File: src/rtl/delay_align_pkg.sv
// Shared state encoding and default sizing for the delay_align lag finder.
package delay_pkg;
    typedef enum logic [1:0] {IDLE, SEARCH, LOCKED} state_e;

    localparam int DEF_W        = 4;
    localparam int DEF_MAX_LAG  = 7;
    localparam int DEF_LOCK_CNT = 4;
endpackage

File: src/rtl/delay_align_if.sv
// Sample/control bundle between the reference + delayed streams and delay_align.
interface delay_align_if import delay_pkg::*; #(
    parameter int W  = DEF_W,
    parameter int LW = $clog2(DEF_MAX_LAG + 1)
);
    logic          start;
    logic [W-1:0]  ref_in;
    logic [W-1:0]  dly_in;
    logic          busy;
    logic          locked;
    logic [LW-1:0] lag;
    logic [W-1:0]  aligned;
    logic          err;
    logic          fail;

    modport master (output start, ref_in, dly_in,
                    input  busy, locked, lag, aligned, err, fail);
    modport slave  (input  start, ref_in, dly_in,
                    output busy, locked, lag, aligned, err, fail);
endinterface

File: src/rtl/delay_align_tap_line.sv
// Reference history: taps[k] is din from k cycles ago, taps[0] is din itself.
// full rises once every stored tap holds a sample taken since reset.
module delay_tap_line #(
    parameter int  W     = 4,
    parameter int  DEPTH = 7,
    localparam int CW    = $clog2(DEPTH + 1)
) (
    input  logic                  clk,
    input  logic                  clear,
    input  logic [W-1:0]          din,
    output logic [DEPTH:0][W-1:0] taps,
    output logic                  full
);
    logic [DEPTH:1][W-1:0] hist_q, hist_d;
    logic [CW-1:0]         fill_q, fill_d;

    always_comb begin
        hist_d    = hist_q;
        hist_d[1] = din;
        for (int k = 2; k <= DEPTH; k++) hist_d[k] = hist_q[k-1];
        fill_d = full ? fill_q : fill_q + CW'(1);
    end

    always_ff @(posedge clk or negedge clear) begin
        if (!clear) begin
            hist_q <= '0;
            fill_q <= '0;
        end else begin
            hist_q <= hist_d;
            fill_q <= fill_d;
        end
    end

    assign full = (fill_q == CW'(DEPTH));
    assign taps = {hist_q, din};
endmodule

File: src/rtl/delay_align.sv
// Finds the integer lag between a reference stream and its delayed copy, locks on it,
// then emits the realigned reference and a per-cycle mismatch flag.
module delay_align import delay_pkg::*; #(
    parameter int  W        = DEF_W,
    parameter int  MAX_LAG  = DEF_MAX_LAG,
    parameter int  LOCK_CNT = DEF_LOCK_CNT,
    localparam int LW       = $clog2(MAX_LAG + 1)
) (
    input logic          clk,
    input logic          clear,
    delay_align_if.slave bus
);
    localparam int TRIES = 2 * (MAX_LAG + 1);
    localparam int RW    = $clog2(LOCK_CNT + 1);
    localparam int TW    = $clog2(TRIES + 1);

    logic [MAX_LAG:0][W-1:0] taps;
    logic                    full;
    logic [W-1:0]            tap_cand, tap_lag;

    state_e        state_q, state_d;
    logic [LW-1:0] cand_q, cand_d, lag_q, lag_d;
    logic [RW-1:0] run_q, run_d, miss_q, miss_d;
    logic [TW-1:0] tries_q, tries_d;
    logic [W-1:0]  aligned_q, aligned_d;
    logic          err_q, err_d, fail_q, fail_d;

    delay_tap_line #(.W(W), .DEPTH(MAX_LAG)) u_taps (
        .clk  (clk),
        .clear(clear),
        .din  (bus.ref_in),
        .taps (taps),
        .full (full)
    );

    assign tap_cand = taps[cand_q];
    assign tap_lag  = taps[lag_q];

    always_comb begin
        state_d   = state_q;
        cand_d    = cand_q;
        run_d     = run_q;
        tries_d   = tries_q;
        miss_d    = miss_q;
        lag_d     = lag_q;
        aligned_d = aligned_q;
        err_d     = 1'b0;
        fail_d    = 1'b0;
        case (state_q)
            // comparisons stall until every tap holds real history
            SEARCH: if (full) begin
                if (tap_cand == bus.dly_in) begin
                    if (run_q == RW'(LOCK_CNT - 1)) begin
                        state_d = LOCKED;
                        lag_d   = cand_q;
                        miss_d  = '0;
                    end else begin
                        run_d = run_q + RW'(1);
                    end
                end else begin
                    run_d  = '0;
                    cand_d = (cand_q == LW'(MAX_LAG)) ? '0 : cand_q + LW'(1);
                    if (tries_q == TW'(TRIES - 1)) begin
                        fail_d  = 1'b1;
                        state_d = IDLE;
                    end else begin
                        tries_d = tries_q + TW'(1);
                    end
                end
            end
            LOCKED: begin
                aligned_d = tap_lag;
                err_d     = (tap_lag != bus.dly_in);
                if (!err_d) begin
                    miss_d = '0;
                end else if (miss_q == RW'(LOCK_CNT - 1)) begin
                    state_d = SEARCH;
                    cand_d  = '0;
                    run_d   = '0;
                    tries_d = '0;
                end else begin
                    miss_d = miss_q + RW'(1);
                end
            end
            default: ;
        endcase
        // start overrides a same-cycle lock or give-up
        if (bus.start) begin
            state_d = SEARCH;
            cand_d  = '0;
            run_d   = '0;
            tries_d = '0;
            lag_d   = lag_q;
            fail_d  = 1'b0;
        end
    end

    always_ff @(posedge clk or negedge clear) begin
        if (!clear) begin
            state_q   <= IDLE;
            cand_q    <= '0;
            run_q     <= '0;
            tries_q   <= '0;
            miss_q    <= '0;
            lag_q     <= '0;
            aligned_q <= '0;
            err_q     <= 1'b0;
            fail_q    <= 1'b0;
        end else begin
            state_q   <= state_d;
            cand_q    <= cand_d;
            run_q     <= run_d;
            tries_q   <= tries_d;
            miss_q    <= miss_d;
            lag_q     <= lag_d;
            aligned_q <= aligned_d;
            err_q     <= err_d;
            fail_q    <= fail_d;
        end
    end

    assign bus.busy    = (state_q == SEARCH);
    assign bus.locked  = (state_q == LOCKED);
    assign bus.lag     = lag_q;
    assign bus.aligned = aligned_q;
    assign bus.err     = err_q;
    assign bus.fail    = fail_q;
endmodule

File: src/flat_wrapper.sv
// flat-port wrapper written by rule: the top's interface ports become plain ports
module delay_align_flat import delay_pkg::*;
#(
    parameter int  W        = DEF_W,
    parameter int  MAX_LAG  = DEF_MAX_LAG,
    parameter int  LOCK_CNT = DEF_LOCK_CNT,
    localparam int LW       = $clog2(MAX_LAG + 1)
)
  (clk, clear, bus_start, bus_ref_in, bus_dly_in, bus_busy, bus_locked, bus_lag, bus_aligned, bus_err, bus_fail);
  delay_align_if #(.W(W), .LW((3))) bus_i ();
  input logic clk;
  input logic clear;
  input wire logic [$bits(bus_i.start)-1:0] bus_start;
  input wire logic [$bits(bus_i.ref_in)-1:0] bus_ref_in;
  input wire logic [$bits(bus_i.dly_in)-1:0] bus_dly_in;
  output wire logic [$bits(bus_i.busy)-1:0] bus_busy;
  output wire logic [$bits(bus_i.locked)-1:0] bus_locked;
  output wire logic [$bits(bus_i.lag)-1:0] bus_lag;
  output wire logic [$bits(bus_i.aligned)-1:0] bus_aligned;
  output wire logic [$bits(bus_i.err)-1:0] bus_err;
  output wire logic [$bits(bus_i.fail)-1:0] bus_fail;
  assign bus_i.start = bus_start;
  assign bus_i.ref_in = bus_ref_in;
  assign bus_i.dly_in = bus_dly_in;
  assign bus_busy = bus_i.busy;
  assign bus_locked = bus_i.locked;
  assign bus_lag = bus_i.lag;
  assign bus_aligned = bus_i.aligned;
  assign bus_err = bus_i.err;
  assign bus_fail = bus_i.fail;
  delay_align #(.W(W), .MAX_LAG(MAX_LAG), .LOCK_CNT(LOCK_CNT)) u_core (.clk(clk), .clear(clear), .bus(bus_i));
endmodule
File: config.mk
export PLATFORM = sky130hd
export DESIGN_NAME = delay_align_flat
export DESIGN_NICKNAME = d
export VERILOG_FILES = /design/src/rtl/delay_align_pkg.sv /design/src/rtl/delay_align_if.sv /design/src/rtl/delay_align_tap_line.sv /design/src/rtl/delay_align.sv /design/src/flat_wrapper.sv
export SDC_FILE = /design/constraint.sdc
export NUM_CORES = 1
export LEC_CHECK = 0
export CAP_MARGIN = 20
export CELL_PAD_IN_SITES_DETAIL_PLACEMENT = 1
export CELL_PAD_IN_SITES_GLOBAL_PLACEMENT = 2
export CORE_MARGIN = 2
export CORE_UTILIZATION = 43
export CTS_CLUSTER_SIZE = 16
export DETAILED_ROUTE_END_ITERATION = 12
export GPL_TIMING_DRIVEN = 0
export PLACE_DENSITY_LB_ADDON = 0.1
export RECOVER_POWER = 100
export SYNTH_ARGS = -nofsm -noshare
export SYNTH_HDL_FRONTEND = slang
export SYNTH_SLANG_ARGS = --single-unit
File: constraint.sdc
create_clock -name clk -period 5.3 [get_ports clk]
set_input_delay 1.06 -clock clk [delete_from_list [all_inputs] [get_ports clk]]
set_output_delay 1.06 -clock clk [all_outputs]
set_load 0.02 [all_outputs]
==> results of run 1 <==
-- worst max path at each step --
| stage | startpoint | end | slack (ns) | cells after the start |
|---|---|---|---|---|
| 2_1_floorplan | bus_ref_in[3] | u_core.bus.lag[0]$_DFFE_PN0P_ | 2.21 | 8 |
| 3_3_place_gp | bus_ref_in[2] | u_core.bus.lag[0]$_DFFE_PN0P_ | 1.33 | 9 |
| 3_5_place_dp | bus_ref_in[3] | u_core.bus.lag[1]$_DFFE_PN0P_ | 1.33 | 9 |
| 4_1_cts | bus_ref_in[3] | u_core.bus.lag[1]$_DFFE_PN0P_ | 1.66 | 9 |
| 5_1_grt | bus_ref_in[3] | u_core.tries_q[4]$_DFFE_PN0P_ | 1.10 | 10 |
| 6_report | bus_ref_in[3] | u_core.tries_q[0]$_DFFE_PN0P_ | 1.26 | 9 |
-- registers in the layout (all words and copies together), names as in the netlist --
register / cells
u_core.bus.fail: 1
u_core.miss_q: 3
u_core.bus.err: 1
u_core.u_taps.taps: 28
u_core.bus.lag: 3
u_core.cand_q: 3
u_core.state_q: 2
u_core.tries_q: 5
u_core.u_taps.fill_q: 3
u_core.run_q: 3
u_core.bus.aligned: 4
-- area by class of cell --
| class | count | area, um2 | share of cell area |
|---|---|---|---|
| flip-flops and latches | 56 | 1401 | 0.4290 |
| multi-input cells | 152 | 1292 | 0.3956 |
| repair buffers | 22 | 207.7 | 0.06358 |
| well taps | 77 | 96.34 | 0.02949 |
| plain buffers | 9 | 87.58 | 0.02681 |
| clock buffers | 5 | 68.82 | 0.02106 |
| clock inverters | 2 | 60.06 | 0.01838 |
| inverters | 14 | 52.55 | 0.01609 |
-- layer usage --
metal | wire length (um) | track usage
met5 | 0 | 0
met1 | 3022 | 0.2585
met2 | 2832 | 0.2854
met3 | 127 | 0.02887
met4 | 53 | 0.03896
-- cells in the final DEF, fill, tap and decap left out, types with 2 or more instances in the layout --
cell type / instances
a22oi_1: 5
and3_1: 3
dlygate4sd3_1: 15
a21oi_1: 3
clkbuf_8: 5
nand3_2: 2
mux2i_1: 36
nand3_1: 10
mux2_2: 6
and2b_2: 2
o21ai_0: 8
nor3_1: 3
nor2b_1: 2
ha_1: 12
clkdlybuf4s50_1: 5
mux4_2: 4
xnor2_1: 9
clkbuf_1: 5
o31ai_1: 4
bufinv_16: 2
buf_6: 5
nor2_1: 9
dfrtp_1: 56
mux2_1: 4
nand2_1: 12
inv_1: 14
a22o_1: 3
-- power by group through the flow --
stage                     combinational [mW]  clock [mW]  sequential [mW]
after global routing                   0.471       0.346            0.537
after global placement                 0.465           0            0.537
final                                  0.427       0.325            0.528
after CTS                              0.472       0.330            0.530
after detailed placement               0.470           0            0.539
after floorplan                        0.325           0            0.545
-- cells by family (layout without fill, tap and decap cells) --
| group | count (synthesis) | in the layout |
|---|---|---|
| and+or+nand+nor | 51 | 51 |
| DFF | 56 | 56 |
| buffers and inverters | 23 | 52 |
| muxes | 51 | 51 |
| AOI/OAI and AO/OA | 29 | 29 |
| adders and majority gates | 12 | 12 |
| xor gates and xnor gates | 9 | 9 |
-- worst register-to-register path: cells and delay by family, from the launching register on --
family          cells  cell delay, ns
xor+xnor            1            0.16
compound gates      2            0.92
mux                 1            0.33
flops               1            0.53
simple gates        4            1.39
-- cell usage after synthesis (3+ instances only) --
cell type	number	area share
mux4_2	4	0.031
a22o_1	3	0.0091
mux2_4	5	0.026
mux2i_1	36	0.12
nor2_1	9	0.012
ha_1	12	0.052
nand2_1	12	0.016
a21oi_1	3	0.0052
o21ai_0	8	0.014
mux2_2	6	0.023
nand3_1	10	0.017
dfrtp_1	56	0.48
nor3_1	3	0.0052
a22oi_1	5	0.013
o31ai_1	4	0.010
xnor2_1	9	0.027
buf_6	7	0.027
inv_1	14	0.018
==> summary.txt, run 1 <==
Status = finished, violations left
Failing checks = max-capacitance violations, max-slew violations
Initial core utilization = 0.4504
Setup WS pre-CTS = 1.329 ns
Switch Pwr = 0.4091 mW
Crit path capture type = flip-flop
Gr usage total = 0.1792
Power, Total = 1.280 mW
Final setup violation count = 0
Final hold violation count = 0
DRC Markers = 0
Largest net degree at the start of global routing = 31
Hold worst-path end = u_core.u_taps.taps[23]$_DFF_PN0_
Core area = 6422 um2
FFs w/ async S/R, synth = 1.000
Dpl cells = 330
Predominant post-synthesis flop cell = dfrtp_1
RePlAce Congestion = 0.7227
Xor and xnor area share after synthesis = 0.02725
Worst Hold Depth = 0
Via-to-Cell Ratio = 5.487
Simple-Gate Fraction of Synth Area = 0.1012
Critical path arrival = 4.24 ns
Hold WC Path Type = reg2reg
Synth Area in Adders = 0.05190
Post-CTS Setup Bufs = 0
Port Buffers = 21
Die extent in y = 86.02 um
Slew Viols, Final = 31
Pwr dens = 391.8 nW/um2
Min Clock Period, post-route = 4.036 ns
YS warnings = 0
Placed instance area = 3214 um2
Clock Sink Count = 56
MaxCap Viol Count = 1
Core Rows = 29
P&R area growth vs syn = 12.93%
Worst r2r path cells = 8
Power share of the combinational group = 0.333
TritonCTS clock tree = built
Layout filler cell count = 689
Internal power = 0.8708 mW
Initial antenna violation count = 0
Antenna Cells = 0
Cell family with most CP delay = simple AND/OR/NAND/NOR gates
DRT iter0 DRCs = 54
Worst EP required = 5.50 ns
Yosys cell types = 39
R2r endpoint = u_core.tries_q[0]$_DFFE_PN0P_
HP Start = u_core.u_taps.taps[19]$_DFF_PN0_
Worst hold margin = 0.4078 ns
Syn nets = 254
Seq/Total Area, Yosys = 0.4844
Switching share of power = 0.3197
ANT nets after route = 0
Clock Path Buffers = 2
CP peak stage delay = 0.73 ns
Number of global-route vias before repair = 1,994
Slew headroom = -0.09074
Share of cells above drive strength 1 = 0.1269
Critical-path top delay cell = a311oi_1
NumNets Final = 283
H-tree Lvls = 2
Critical Path Start Type = input pin
Reg2reg start = u_core.bus.lag[1]$_DFFE_PN0P_
Period utilization = 0.7614
Avg Cell Area, Syn = 12.52 um2
CTS Buf Count = 5
Synth Area in Compound Gates = 0.07656
Pleak = 1.417 nW
Resized cells post-CTS = 0
DRT Wirelength = 6034 um
Area of the die = 7399 um2
Flops & latches, synth = 56
Dpl hpwl = 4516 um
Fmax = 247.8 MHz
Io pins = 22
Post-synthesis mux area share = 0.2050
CTS clock-pin slew for the worst setup and hold paths = 0.10 ns
Clock root buffer = clkbuf_8
Cell chain of the critical path = dlygate4sd3_1 > mux2i_1 > a22oi_1 > nand3_2 > xnor2_1 > or4_1 > a311oi_1 > or2_0 > mux2_4
Finished Cell Area = 3267 um2
Crit Path Max Fanout = 4
Max Clock Skew = 0.01173 ns
RSZ-0062 raised after global routing = false
Post-synth EDFFs = 0
Clock Latency Late Sink = 0.31 ns
Clock power share = 0.254
Peak VDD IR = 0.1439 mV
Initial DRT Pass Iterations = 4
Hold-fix buffers, CTS = 0
Final Core Density = 0.5087
Die width = 86.02 um
Slew @ Worst Pin = 1.636 ns
Flop-to-flop setup slack = 1.86 ns
Setup total negative slack = 0 ns
Main combinational cell family by area after synthesis = multiplexers
Sequential share of power = 0.412
First-pass GRT wire length = 10,300 um
Buf/Inv on CP = 1
Total grt overflow = 0
Worst Setup Path Type = in2reg
Synth Instances = 231
Setup WS post-layout = 1.264 ns
DR vias = 1,849
Netlist Area Pre-Place = 2893 um2
WL/cell = 17.91 um
Final Instance Count excl. Fillers = 337
No activity file was read; power rests on OpenSTA's default activity.
==> inputs of run 2 (changes only) <==
--- a/config.mk
+++ b/config.mk
@@ -9,7 +9,7 @@
 export CELL_PAD_IN_SITES_DETAIL_PLACEMENT = 1
 export CELL_PAD_IN_SITES_GLOBAL_PLACEMENT = 2
 export CORE_MARGIN = 2
-export CORE_UTILIZATION = 43
+export CORE_UTILIZATION = 40
 export CTS_CLUSTER_SIZE = 16
 export DETAILED_ROUTE_END_ITERATION = 12
 export GPL_TIMING_DRIVEN = 0
==> constraint.sdc (replaced) <==
create_clock -name clk -period 3.9 [get_ports clk]
set_input_delay 0.78 -clock clk [delete_from_list [all_inputs] [get_ports clk]]
set_output_delay 0.78 -clock clk [all_outputs]
set_load 0.02 [all_outputs]
==> summary.txt, run 2 (synthesized netlist as in run 1, its figures left out) <==
Share of cells above drive strength 1 = 0.1418 (+0.01484)
Setup total negative slack = 0 ns (unchanged)
Final hold violation count = 0 (unchanged)
HP Start = u_core.u_taps.taps[24]$_DFF_PN0_
Max Clock Skew = 0.01638 ns (+0.004654 ns)
Setup WS pre-CTS = 0.1530 ns (-1.176 ns)
ANT nets after route = 0 (unchanged)
Largest net degree at the start of global routing = 36 (+16%)
Fmax = 285.8 MHz
Gr usage total = 0.1764 (-0.002868)
Period utilization = 0.8973
Min Clock Period, post-route = 3.499 ns
Pleak = 1.424 nW (+0.53%)
Crit path capture type = flip-flop
MaxCap Viol Count = 1 (unchanged)
R2r endpoint = u_core.bus.lag[0]$_DFFE_PN0P_
P&R area growth vs syn = 14.32%
Initial DRT Pass Iterations = 3 (-1)
Slew @ Worst Pin = 1.897 ns (+0.2606 ns)
Initial core utilization = 0.4053 (-0.04509)
Via-to-Cell Ratio = 5.092 (-7.2%)
Cell chain of the critical path = dlygate4sd3_1 > mux2i_1 > mux4_2 > xnor2_1 > nor4_4 > and2_0 > buf_6 > and3_1 > mux2_2
RSZ-0062 raised after global routing = false
Placed instance area = 3242 um2 (+0.86%)
Most frequent cells in the layout = 56 x dfrtp_1, 36 x mux2i_1, 15 x dlygate4sd3_1
Failing checks = max-capacitance violations, max-slew violations
Critical Path Start Type = input pin
Clock Sink Count = 56 (unchanged)
Worst EP required = 4.11 ns (-1.39 ns)
Clock root buffer = clkbuf_8
Die width = 89.04 um (+3.5%)
Number of flip-flops in the largest register = 28 (unchanged)
Core Rows = 31 (+6.9%)
Critical path arrival = 3.71 ns (-0.53 ns)
Io pins = 22 (unchanged)
Peak VDD IR = 0.2025 mV (+41%)
Worst Hold Depth = 0 (unchanged)
Hold-fix buffers, CTS = 0 (unchanged)
Resized cells post-CTS = 0 (unchanged)
Post-CTS Setup Bufs = 0 (unchanged)
Reg2reg start = u_core.cand_q[0]$_DFFE_PN0P_
Hold WC Path Type = reg2reg
H-tree Lvls = 2 (unchanged)
Crit Path Max Fanout = 9 (+5)
Dpl hpwl = 4520 um (about the same)
Number of global-route vias before repair = 2,096 (+5.1%)
Final setup violation count = 0 (unchanged)
Layout filler cell count = 790 (+15%)
Antenna Cells = 0 (unchanged)
Area of the die = 7928 um2 (+7.1%)
DR vias = 1,833 (-0.87%)
Area of the multi-input gates = 1310 um2 (+1.4%)
DRT Wirelength = 6107 um (+1.2%)
TritonCTS clock tree = built
Total grt overflow = 0 (unchanged)
Die extent in y = 89.04 um (+3.5%)
Hold worst-path end = u_core.u_taps.taps[28]$_DFF_PN0_
Clock Latency Late Sink = 0.32 ns (about the same)
Flop-to-flop setup slack = 0.67 ns (-1.19 ns)
First-pass GRT wire length = 10,580 um (+2.7%)
DRT iter0 DRCs = 75 (+39%)
Core area = 7137 um2 (+11%)
Clock Path Buffers = 2 (unchanged)
CTS clock-pin slew for the worst setup and hold paths = 0.11 ns (about the same)
WL/cell = 16.96 um (-5.3%)
DRC Markers = 0 (unchanged)
Critical-path top delay cell = nor4_4
FF/Latch Area = 1401 um2 (unchanged)
NumNets Final = 283 (unchanged)
Status = finished, violations left
Slew Viols, Final = 36 (+16%)
Worst r2r path cells = 10 (+2)
Port Buffers = 21 (unchanged)
CP peak stage delay = 0.60 ns (-0.13 ns)
Finished Cell Area = 3307 um2 (+1.2%)
Pwr dens = 519.6 nW/um2 (+33%)
Worst hold margin = 0.4106 ns (+0.002787 ns)
Worst Setup Path Type = in2reg
Commonest non-fill, non-tap cell in the layout = dfrtp_1
Slew headroom = -0.2645 (-0.1737)
Initial antenna violation count = 0 (unchanged)
RePlAce Congestion = 0.7447 (+3.0%)
Setup WS post-layout = 0.4007 ns (-0.8637 ns)
CTS Buf Count = 5 (unchanged)
## run 2: worst max-delay path: cells and delay by family
family	cells	cell delay, ns
multiplexers	3	0.94
buffers and inverters	2	0.71
AND/OR/NAND/NOR	3	1.08
XOR/XNOR	1	0.20
## run 2: how the worst max path moves through the flow
stage                     depth (start not counted)  slack, ns     startpoint                       endpoint
after floorplan                                   8       1.09  bus_ref_in[3]  u_core.bus.lag[0]$_DFFE_PN0P_
after global placement                            1       0.24          clear   u_core.miss_q[2]$_DFFE_PN0P_
after detailed placement                          9       0.15  bus_ref_in[3]   u_core.miss_q[0]$_DFFE_PN0P_
after CTS                                         9       0.47  bus_ref_in[3]   u_core.miss_q[0]$_DFFE_PN0P_
after global routing                              9       0.27  bus_ref_in[3]   u_core.miss_q[0]$_DFFE_PN0P_
final                                             9       0.40  bus_ref_in[3]  u_core.bus.lag[0]$_DFFE_PN0P_
## run 2: power by group
group / switching, mW / internal (mW) / total, mW
logic: 0.319 / 0.285 / 0.604
registers: 0.0667 / 0.654 / 0.721
clock network: 0.200 / 0.194 / 0.394
total: 0.585 / 1.13 / 1.72
## run 2: through the flow
| step | power, mW | util | cells |
|---|---|---|---|
| after floorplan | 1.182 | - | 231 |
| after global placement | 1.367 | 0.4521 | 351 |
| after detailed placement | 1.378 | 0.4542 | 352 |
| after CTS | 1.780 | 0.4705 | 360 |
| after global routing | 1.836 | 0.4634 | 360 |
| final | 1.718 | 0.4634 | 360 |
## run 2: cell type report
class | count | area share
inverter | 14 | 0.01589
sequential | 56 | 0.4238
timing repair buffer | 22 | 0.06281
multi-input combinational | 152 | 0.3961
clock inverter | 3 | 0.01438
tap | 99 | 0.03746
clock buffer | 5 | 0.02081
buffer | 9 | 0.02876
## run 2: per-layer routing
metal / share of wire / up-vias / track usage
li1: - / 875 / -
met1: 0.49 / 932 / 0.2465
met2: 0.49 / 21 / 0.2910
met3: 0.021 / 5 / 0.03047
met4: 0.0082 / 0 / 0.03664
met5: 0 / - / 0
